File: src/rtl/bus_interface_if.sv
// bus_interface_if: groups the CPU-side and memory-side signals of bus_interface.
//   master : view used by bus_interface (drives data_in/data_valid/opcode_fetch/
//            stall/bus_error toward the CPU and mem_* toward memory)
//   slave  : view used by the surrounding CPU/memory environment
// Signals:
//   cpu_addr[15:0], cpu_wdata[7:0], cpu_rd, cpu_wr, cpu_sync, err_clr  (CPU requests)
//   data_in[7:0], data_valid, opcode_fetch, stall, bus_error           (CPU responses)
//   mem_addr[15:0], mem_wdata[7:0], mem_req, mem_we                    (memory request)
//   mem_rdata[7:0], mem_ready                                          (memory response)
interface bus_interface_if;
  logic [15:0] cpu_addr;
  logic [7:0]  cpu_wdata;
  logic        cpu_rd;
  logic        cpu_wr;
  logic        cpu_sync;
  logic        err_clr;
  logic [7:0]  data_in;
  logic        data_valid;
  logic        opcode_fetch;
  logic        stall;
  logic        bus_error;
  logic [15:0] mem_addr;
  logic [7:0]  mem_wdata;
  logic        mem_req;
  logic        mem_we;
  logic [7:0]  mem_rdata;
  logic        mem_ready;

  modport master (
    input  cpu_addr, cpu_wdata, cpu_rd, cpu_wr, cpu_sync, err_clr,
    input  mem_rdata, mem_ready,
    output data_in, data_valid, opcode_fetch, stall, bus_error,
    output mem_addr, mem_wdata, mem_req, mem_we
  );

  modport slave (
    output cpu_addr, cpu_wdata, cpu_rd, cpu_wr, cpu_sync, err_clr,
    output mem_rdata, mem_ready,
    input  data_in, data_valid, opcode_fetch, stall, bus_error,
    input  mem_addr, mem_wdata, mem_req, mem_we
  );
endinterface

File: src/rtl/bus_interface.sv
// bus_interface: single-outstanding CPU-to-memory access sequencer.
//   A read/write request seen in IDLE is latched and presented to memory
//   (ACCESS) until mem_ready; reads return data_in with a one-cycle data_valid
//   pulse. Too many not-ready cycles park the block in ERROR (sticky bus_error)
//   until err_clr.
// Ports:
//   ph1   : clock, rising edge
//   reset : asynchronous active-high reset
//   bus   : bus_interface_if.master (CPU and memory signal groups)
// Parameter:
//   TIMEOUT_CYCLES : not-ready ACCESS cycles tolerated before ERROR (1..255)
module bus_interface #(
  parameter int unsigned TIMEOUT_CYCLES = 15
) (
  input  logic            ph1,
  input  logic            reset,
  bus_interface_if.master bus
);

  typedef enum logic [1:0] {
    IDLE   = 2'd0,
    ACCESS = 2'd1,
    ERROR  = 2'd2
  } state_t;

  localparam logic [7:0] TIMEOUT_LAST = 8'(TIMEOUT_CYCLES - 1);

  state_t      state_q, state_d;
  logic [7:0]  wait_cnt_q;
  logic [15:0] addr_q;
  logic [7:0]  wdata_q;
  logic        we_q;
  logic        sync_q;
  logic [7:0]  data_q;
  logic        valid_q;
  logic        opf_q;
  logic        err_q;

  logic        req_start;
  logic        timeout_hit;

  assign req_start   = (state_q == IDLE) && (bus.cpu_rd || bus.cpu_wr);
  // mem_ready is excluded here so a completion on the timeout edge wins.
  assign timeout_hit = (state_q == ACCESS) && !bus.mem_ready &&
                       (wait_cnt_q == TIMEOUT_LAST);

  always_ff @(posedge ph1 or posedge reset) begin
    if (reset) state_q <= IDLE;
    else       state_q <= state_d;
  end

  always_comb begin
    state_d = state_q;
    case (state_q)
      IDLE: begin
        if (req_start) state_d = ACCESS;
      end
      ACCESS: begin
        if (bus.mem_ready)    state_d = IDLE;
        else if (timeout_hit) state_d = ERROR;
      end
      ERROR: begin
        if (bus.err_clr) state_d = IDLE;
      end
      default: state_d = IDLE;
    endcase
  end

  always_ff @(posedge ph1 or posedge reset) begin
    if (reset) begin
      wait_cnt_q <= '0;
      addr_q     <= '0;
      wdata_q    <= '0;
      we_q       <= 1'b0;
      sync_q     <= 1'b0;
      data_q     <= '0;
      valid_q    <= 1'b0;
      opf_q      <= 1'b0;
      err_q      <= 1'b0;
    end else begin
      valid_q <= 1'b0;
      opf_q   <= 1'b0;
      case (state_q)
        IDLE: begin
          if (req_start) begin
            addr_q     <= bus.cpu_addr;
            wdata_q    <= bus.cpu_wdata;
            sync_q     <= bus.cpu_sync;
            // write wins when both rd and wr are requested
            we_q       <= bus.cpu_wr;
            wait_cnt_q <= '0;
          end
        end
        ACCESS: begin
          if (bus.mem_ready) begin
            if (!we_q) begin
              data_q  <= bus.mem_rdata;
              valid_q <= 1'b1;
              opf_q   <= sync_q;
            end
          end else begin
            if (wait_cnt_q != '1) wait_cnt_q <= wait_cnt_q + 8'd1;
            if (timeout_hit)      err_q      <= 1'b1;
          end
        end
        ERROR: begin
          if (bus.err_clr) err_q <= 1'b0;
        end
        default: ;
      endcase
    end
  end

  assign bus.stall        = (state_q != IDLE);
  assign bus.mem_req      = (state_q == ACCESS);
  assign bus.mem_addr     = addr_q;
  assign bus.mem_wdata    = wdata_q;
  assign bus.mem_we       = we_q;
  assign bus.data_in      = data_q;
  assign bus.data_valid   = valid_q;
  assign bus.opcode_fetch = opf_q;
  assign bus.bus_error    = err_q;

endmodule

File: src/flat_wrapper.sv
// flat-port wrapper written by rule: the top's interface ports become plain ports
module bus_interface_flat 
#(
  parameter int unsigned TIMEOUT_CYCLES = 15
)
  (ph1, reset, bus_cpu_addr, bus_cpu_wdata, bus_cpu_rd, bus_cpu_wr, bus_cpu_sync, bus_err_clr, bus_mem_rdata, bus_mem_ready, bus_data_in, bus_data_valid, bus_opcode_fetch, bus_stall, bus_bus_error, bus_mem_addr, bus_mem_wdata, bus_mem_req, bus_mem_we);
  bus_interface_if bus_i ();
  input  logic ph1;
  input  logic reset;
  input wire logic [$bits(bus_i.cpu_addr)-1:0] bus_cpu_addr;
  input wire logic [$bits(bus_i.cpu_wdata)-1:0] bus_cpu_wdata;
  input wire logic [$bits(bus_i.cpu_rd)-1:0] bus_cpu_rd;
  input wire logic [$bits(bus_i.cpu_wr)-1:0] bus_cpu_wr;
  input wire logic [$bits(bus_i.cpu_sync)-1:0] bus_cpu_sync;
  input wire logic [$bits(bus_i.err_clr)-1:0] bus_err_clr;
  input wire logic [$bits(bus_i.mem_rdata)-1:0] bus_mem_rdata;
  input wire logic [$bits(bus_i.mem_ready)-1:0] bus_mem_ready;
  output wire logic [$bits(bus_i.data_in)-1:0] bus_data_in;
  output wire logic [$bits(bus_i.data_valid)-1:0] bus_data_valid;
  output wire logic [$bits(bus_i.opcode_fetch)-1:0] bus_opcode_fetch;
  output wire logic [$bits(bus_i.stall)-1:0] bus_stall;
  output wire logic [$bits(bus_i.bus_error)-1:0] bus_bus_error;
  output wire logic [$bits(bus_i.mem_addr)-1:0] bus_mem_addr;
  output wire logic [$bits(bus_i.mem_wdata)-1:0] bus_mem_wdata;
  output wire logic [$bits(bus_i.mem_req)-1:0] bus_mem_req;
  output wire logic [$bits(bus_i.mem_we)-1:0] bus_mem_we;
  assign bus_i.cpu_addr = bus_cpu_addr;
  assign bus_i.cpu_wdata = bus_cpu_wdata;
  assign bus_i.cpu_rd = bus_cpu_rd;
  assign bus_i.cpu_wr = bus_cpu_wr;
  assign bus_i.cpu_sync = bus_cpu_sync;
  assign bus_i.err_clr = bus_err_clr;
  assign bus_i.mem_rdata = bus_mem_rdata;
  assign bus_i.mem_ready = bus_mem_ready;
  assign bus_data_in = bus_i.data_in;
  assign bus_data_valid = bus_i.data_valid;
  assign bus_opcode_fetch = bus_i.opcode_fetch;
  assign bus_stall = bus_i.stall;
  assign bus_bus_error = bus_i.bus_error;
  assign bus_mem_addr = bus_i.mem_addr;
  assign bus_mem_wdata = bus_i.mem_wdata;
  assign bus_mem_req = bus_i.mem_req;
  assign bus_mem_we = bus_i.mem_we;
  bus_interface #(.TIMEOUT_CYCLES(TIMEOUT_CYCLES)) u_core (.ph1(ph1), .reset(reset), .bus(bus_i));
endmodule
File: config.mk
export PLATFORM = sky130hd
export DESIGN_NAME = bus_interface_flat
export DESIGN_NICKNAME = d
export VERILOG_FILES = /design/src/rtl/bus_interface_if.sv /design/src/rtl/bus_interface.sv /design/src/flat_wrapper.sv
export SDC_FILE = /design/constraint.sdc
export NUM_CORES = 1
export LEC_CHECK = 0
export ABC_AREA = 1
export CORE_MARGIN = 2
export CORE_UTILIZATION = 29
export CTS_BUF_LIST = sky130_fd_sc_hd__clkbuf_2 sky130_fd_sc_hd__clkbuf_4 sky130_fd_sc_hd__clkbuf_8
export CTS_CLUSTER_DIAMETER = 100
export DETAILED_ROUTE_END_ITERATION = 6
export SETUP_SLACK_MARGIN = 0.5
export SLEW_MARGIN = 10
export SYNTH_ARGS = -nofsm -noshare
export SYNTH_HDL_FRONTEND = slang
export SYNTH_SLANG_ARGS = --single-unit
File: constraint.sdc
create_clock -name ph1 -period 1.9 [get_ports ph1]
set_input_delay 0.38 -clock ph1 [delete_from_list [all_inputs] [get_ports ph1]]
set_output_delay 0.38 -clock ph1 [all_outputs]
set_load 0.05 [all_outputs]
== After elaboration in Yosys (flattened, before gate mapping) ==
Cells that the tools add are included.

* Bits in read-only memories: 0
* Output and inout port bits: 38
* Bits in writable memories: 0
* Logic and storage cells: 55
* Bits of input ports: 39
* Flip-flop bits (word level): 47
* Bits in latches: 0
* Memories kept: 0

* $add $sub $neg: 1
* Div/mod/pow operators: 0
* Multipliers: 0
* Shift operators: 0
* Magnitude comparators: 0
* Bitwise logic cells: 1
* Reduce and logical (&&, ||, !) cells: 14
* Equality and inequality tests: 10
* Mux-type cells: 19

{| class="wikitable"
|+ Operators with widths
! kind !! number
|-
| $mux 8 || 3
|-
| $pmux 8 s2 || 1
|-
| $mux 1 || 9
|-
| $add 8x1->8 const B || 1
|-
| $eq 8x4->1 const B || 1
|-
| $mux 2 || 4
|-
| $ne 8x8->1 const B || 1
|-
| $reduce_and 4->1 || 2
|-
| $ne 2x1->1 const B || 3
|-
| $pmux 2 s3 || 1
|-
| $reduce_and 3->1 || 2
|-
| $reduce_bool 2->1 || 3
|-
| $ne 2x2->1 const B || 2
|-
| $logic_and 1x1->1 || 3
|-
| $ne 3x2->1 const B || 1
|-
| $eq 2x1->1 const B || 1
|-
| $eq 2x2->1 const B || 1
|-
| $logic_not 2->1 || 1
|-
| $pmux 1 s2 || 1
|-
| $reduce_and 2->1 || 1
|-
| $logic_not 1->1 || 1
|-
| $logic_or 1x1->1 || 1
|-
| $not 1->1 || 1
|}

== Logic depth before layout (Yosys ltp) ==
* Depth after elaboration: 6
* Depth in mapped cells: 9
* Gate-level depth less buffers: 8

== Worst setup path before layout ==
No wires, ideal clock.

* Path kind: register to register
* Start: reg u_core.state_q[0]
* End: reg u_core.addr_q[10] (netlist: u_core.bus.mem_addr[10])
* Slack: 0.570 ns
* Setup time: 0.125 ns
* Cell stages (with the launch flop): 6
* Clock period less this slack: 1.330 ns
* Data required time: 1.775 ns
* Path buffers: 2
* Data arrival time: 1.204 ns
* Cells stage by stage: dfrtp_1 -> nor2_2 -> o21ai_2 -> buf_6 -> buf_12 -> mux2_4

* Longest elaborated chain between the ends: 3

{| class="wikitable"
|+ Ends and longest elaborated chain
! item !! line !! text
|-
| from (decl) || bus_interface.sv:28 || <nowiki>state_t state_q, state_d;</nowiki>
|-
| from (signal assigned) || bus_interface.sv:49 || <nowiki>else state_q <= state_d;</nowiki>
|-
| $logic_not 2->1 (*) || bus_interface.sv:42, bus_interface.sv:83 ||
|-
| $logic_and 1x1->1 || bus_interface.sv:42 || <nowiki>assign req_start = (state_q == IDLE) && (bus.cpu_rd || bus.cpu_wr);</nowiki>
|-
| $reduce_and 2->1 (no source line) (*) || - ||
|-
| to (signal assigned) || bus_interface.sv:86 || <nowiki>addr_q <= bus.cpu_addr;</nowiki>
|-
| to (decl) || bus_interface.sv:30 || <nowiki>logic [15:0] addr_q;</nowiki>
|}

Mark *: on every way between the ends. The rest lies on a longest branch, timed or not.
A chain may end at the register's enable or synchronous reset.

== Worst setup path after layout ==
* Start: reg u_core.state_q[1]
* End: out bus_mem_req

* Longest elaborated chain between the ends: 1

{| class="wikitable"
|+ Ends and longest elaborated chain
! item !! line !! text
|-
| $eq 2x1->1 || bus_interface.sv:115 || <nowiki>assign bus.mem_req = (state_q == ACCESS);</nowiki>
|-
| to (decl) || flat_wrapper.sv:25 || <nowiki>output wire logic [$bits(bus_i.mem_req)-1:0] bus_mem_req;</nowiki>
|}

Every way passes these cells.

==> out/metrics.yaml <==
setup_path:
  crit_type: "flip-flop to primary output"
  worst_setup_path_end_kind: "primary output"
  required_ns: 1.52
  cp.arrival_ns: 1.16
  crit_fanout: 3
  startpoint_type: "flip-flop"
detailed_routing:
  top_layer_used: "met4"
  drc: 0
  wl_per_cell_um: 12.6
  wl_met1_mm: 2.22
  dr_total_vias: 1651
  met3_length_um: 327
  avgViaCountPerCell: 4.30
  drtAntennaViolNets: 0
  drtPass1Iterations: 4
  wl_mm: 4.85
  drt_iter0_markers: 64
  wl_met2_mm: 2.26
cts:
  clockBufferDepth: 2
  cts.sinks: 47
  htree_num_levels: 2
  cts_tree: "built"
  hold_buffers: 0
  clock-root-buffer: "clkbuf_8"
  cts_inserted_buffers: 5
  clk_latency_ns: 0.30
  clkTransAtPathRegs_ns: 0.09
global_routing:
  grt_max_degree: 40
  grt-ovfl-total: 0
  grt_pass1_vias: 1594
  antenna_found_initial: 0
  grt_pass1_wl_mm: 7.49
  grt_use_total_pct: 12.4
pwr:
  p_leak_nw: 1.53
  ir_drop_mv: 0.712
  power_density_nw_per_um2: 1510
placed_design:
  numPortBuffers: 76
  place_hpwl_mm: 3.19
  gp_congestion: 0.764
  dpl_cell_area_um2: 2960
floorplan:
  rows: 30
  die-height_um: 88.2
  start_util_pct: 30.1
  die_area_um2: 7780
  die_width_um: 88.2
  core_area_um2: 6830
  pin_count: 77
timing:
  drv_slew: 0
  max_freq_ghz: 0.651
  fin_skew_ns: 0.00686
  period_needed_ns: 1.54
  relSlewSlack_pct: 82.4
  period_share_pct: 80.8
  setup_tns_ns: 0
  tightest_slew_ns: 0.266
  rsz0062_at_grt: "yes"
  setup_viol: 0
  hold_violations: 0
status:
  status: "finished, final reports clean"
final_layout:
  area.growth.synth_to_final_pct: 54.5
  drive_above_1_share_pct: 38.5
  final_net_count: 328
  n_antenna_cell: 0
  stdcell_area_um2: 3180
synth:
  synth-seq-area-share_pct: 57.2
  synthCells: 189
  post-synth-top-area-fraction_pct: 57.2
  yosys_warnings: 0
  synth_area_um2: 2060
  ys_ff_latch: 47
  avgSynthCellArea_um2: 10.9
  ys_top_cells_by_area: "dfrtp_1, mux2_4, nand2_1"
  ys_types: 22
  yosysTopAreaCell: "dfrtp_1"
  synth_nets: 230
flow_run:
  maxCapViolCount: 0
worst_hold_path:
  hold_class: "primary input to asynchronous set/reset pin"
==> per-stage QoR <==
step | total power [mW] | cells | utilization, % | worst slack [ns] | hold WS (ns)
3_3_place_gp | 3.96 | 361 | 43.3 | 0.110 | 0.471
4_1_cts | 4.80 | 379 | 45.4 | 0.361 | 0.339
5_1_grt | 5.05 | 384 | 46.5 | 0.314 | 0.346
3_5_place_dp | 3.98 | 361 | 43.3 | 0.0684 | 0.468
2_1_floorplan | 3.16 | 189 | - | 0.570 | 0.403
6_report | 4.81 | 384 | 46.5 | 0.364 | 0.342
==> placed cells by master (no fill, tap or decap), drive strengths merged <==
cell           netlist  routed
nand3                9       9
bufinv               0       2
ha                   2       2
dlygate4sd2          0       2
inv                 12      12
mux2                24      24
clkbuf               0       5
clkinvlp             0       3
nor2                18      18
nand2               55      56
buf                  5      56
o31ai                1       1
nand4                2       2
clkdlybuf4s50        0      36
dfrtp               47      47
a21oi                2       2
or2                  2       2
o21ai                9       9
==> report_power, final <==
part | switching [mW] | internal, mW | total [mW] | leakage (nW)
logic | 1.59 | 0.835 | 2.42 | 0.888
registers | 0.179 | 1.32 | 1.50 | 0.577
clock network | 0.355 | 0.534 | 0.889 | 0.0703
total | 2.12 | 2.69 | 4.81 | 1.53
==> worst max-delay path, stage by stage (launching register included) <==
cell and delay (ns):
dfrtp_1 0.42, inv_2 0.10, nand2_4 0.06, inv_4 0.05, buf_6 0.10, buf_12 0.12
==> worst paths after layout <==
kind	end	cells after the start	from	slack (ns)
min	u_core.bus.mem_addr[12]	2	reset	0.34
min reg2reg	u_core.bus.data_in[1]	2	u_core.bus.data_in[1]	0.49
min in group ph1	u_core.bus.data_in[1]	2	u_core.bus.data_in[1]	0.49
max reg2reg	u_core.bus.mem_wdata[5]	6	u_core.state_q[0]	0.45
max in group asynchronous	u_core.state_q[0]	3	reset	1.09
max	bus_mem_req	5	u_core.state_q[1]	0.36
==> cell usage after synthesis (all sizes together) <==
cell,number
nor2,18
inv,12
dfrtp,47
nand2,55
mux2,24
or2,2
o21ai,9
o31ai,1
ha,2
nand3,9
clkinv,1
a21oi,2
buf,5
nand4,2
==> layout make-up <==
| type | count | area, um^2 |
|---|---|---|
| inverter | 13 | 58.8 |
| timing repair buffer | 94 | 817 |
| multi-input combinational | 125 | 855 |
| timing repair inverter | 1 | 7.51 |
| fill | 666 | 3660 |
| clock buffer | 5 | 68.8 |
| clock inverter | 3 | 71.3 |
| tap | 96 | 120 |
| sequential | 47 | 1180 |
==> state kept, by name, summed over array words and instances, names as in the netlist <==
register	flops
u_core.bus.mem_addr	16
u_core.bus.data_in	8
u_core.bus.mem_wdata	8
u_core.wait_cnt_q	8
u_core.state_q	2
u_core.bus.bus_error	1
u_core.bus.data_valid	1
u_core.bus.mem_we	1
u_core.bus.opcode_fetch	1
u_core.sync_q	1
==> logic make-up after synthesis <==
logic type / count (synthesis) / share of synthesized area, %
buf+inv: 18 / 5.05
compound gates: 12 / 3.23
mux: 24 / 16.1
simple gates: 86 / 17.2
fa+ha+maj: 2 / 1.22
flops: 47 / 57.2
==> repair_timing <==
action | in CTS | in global routing
pin swaps | 2 | 3
resized for setup | 185 | 18
cloned | 2 | 2
endpoints found under the setup margin | 66 | 33
buffers inserted | 8 | 3
==> metal layers <==
| layer | up-vias | track usage [%] |
|---|---|---|
| met1 | 797 | 16.3 |
| met4 | 0 | 3.31 |
| met5 | - | 0 |
| li1 | 801 | - |
| met2 | 48 | 20.0 |
| met3 | 5 | 3.68 |
Power figures use the tool's default switching activity.
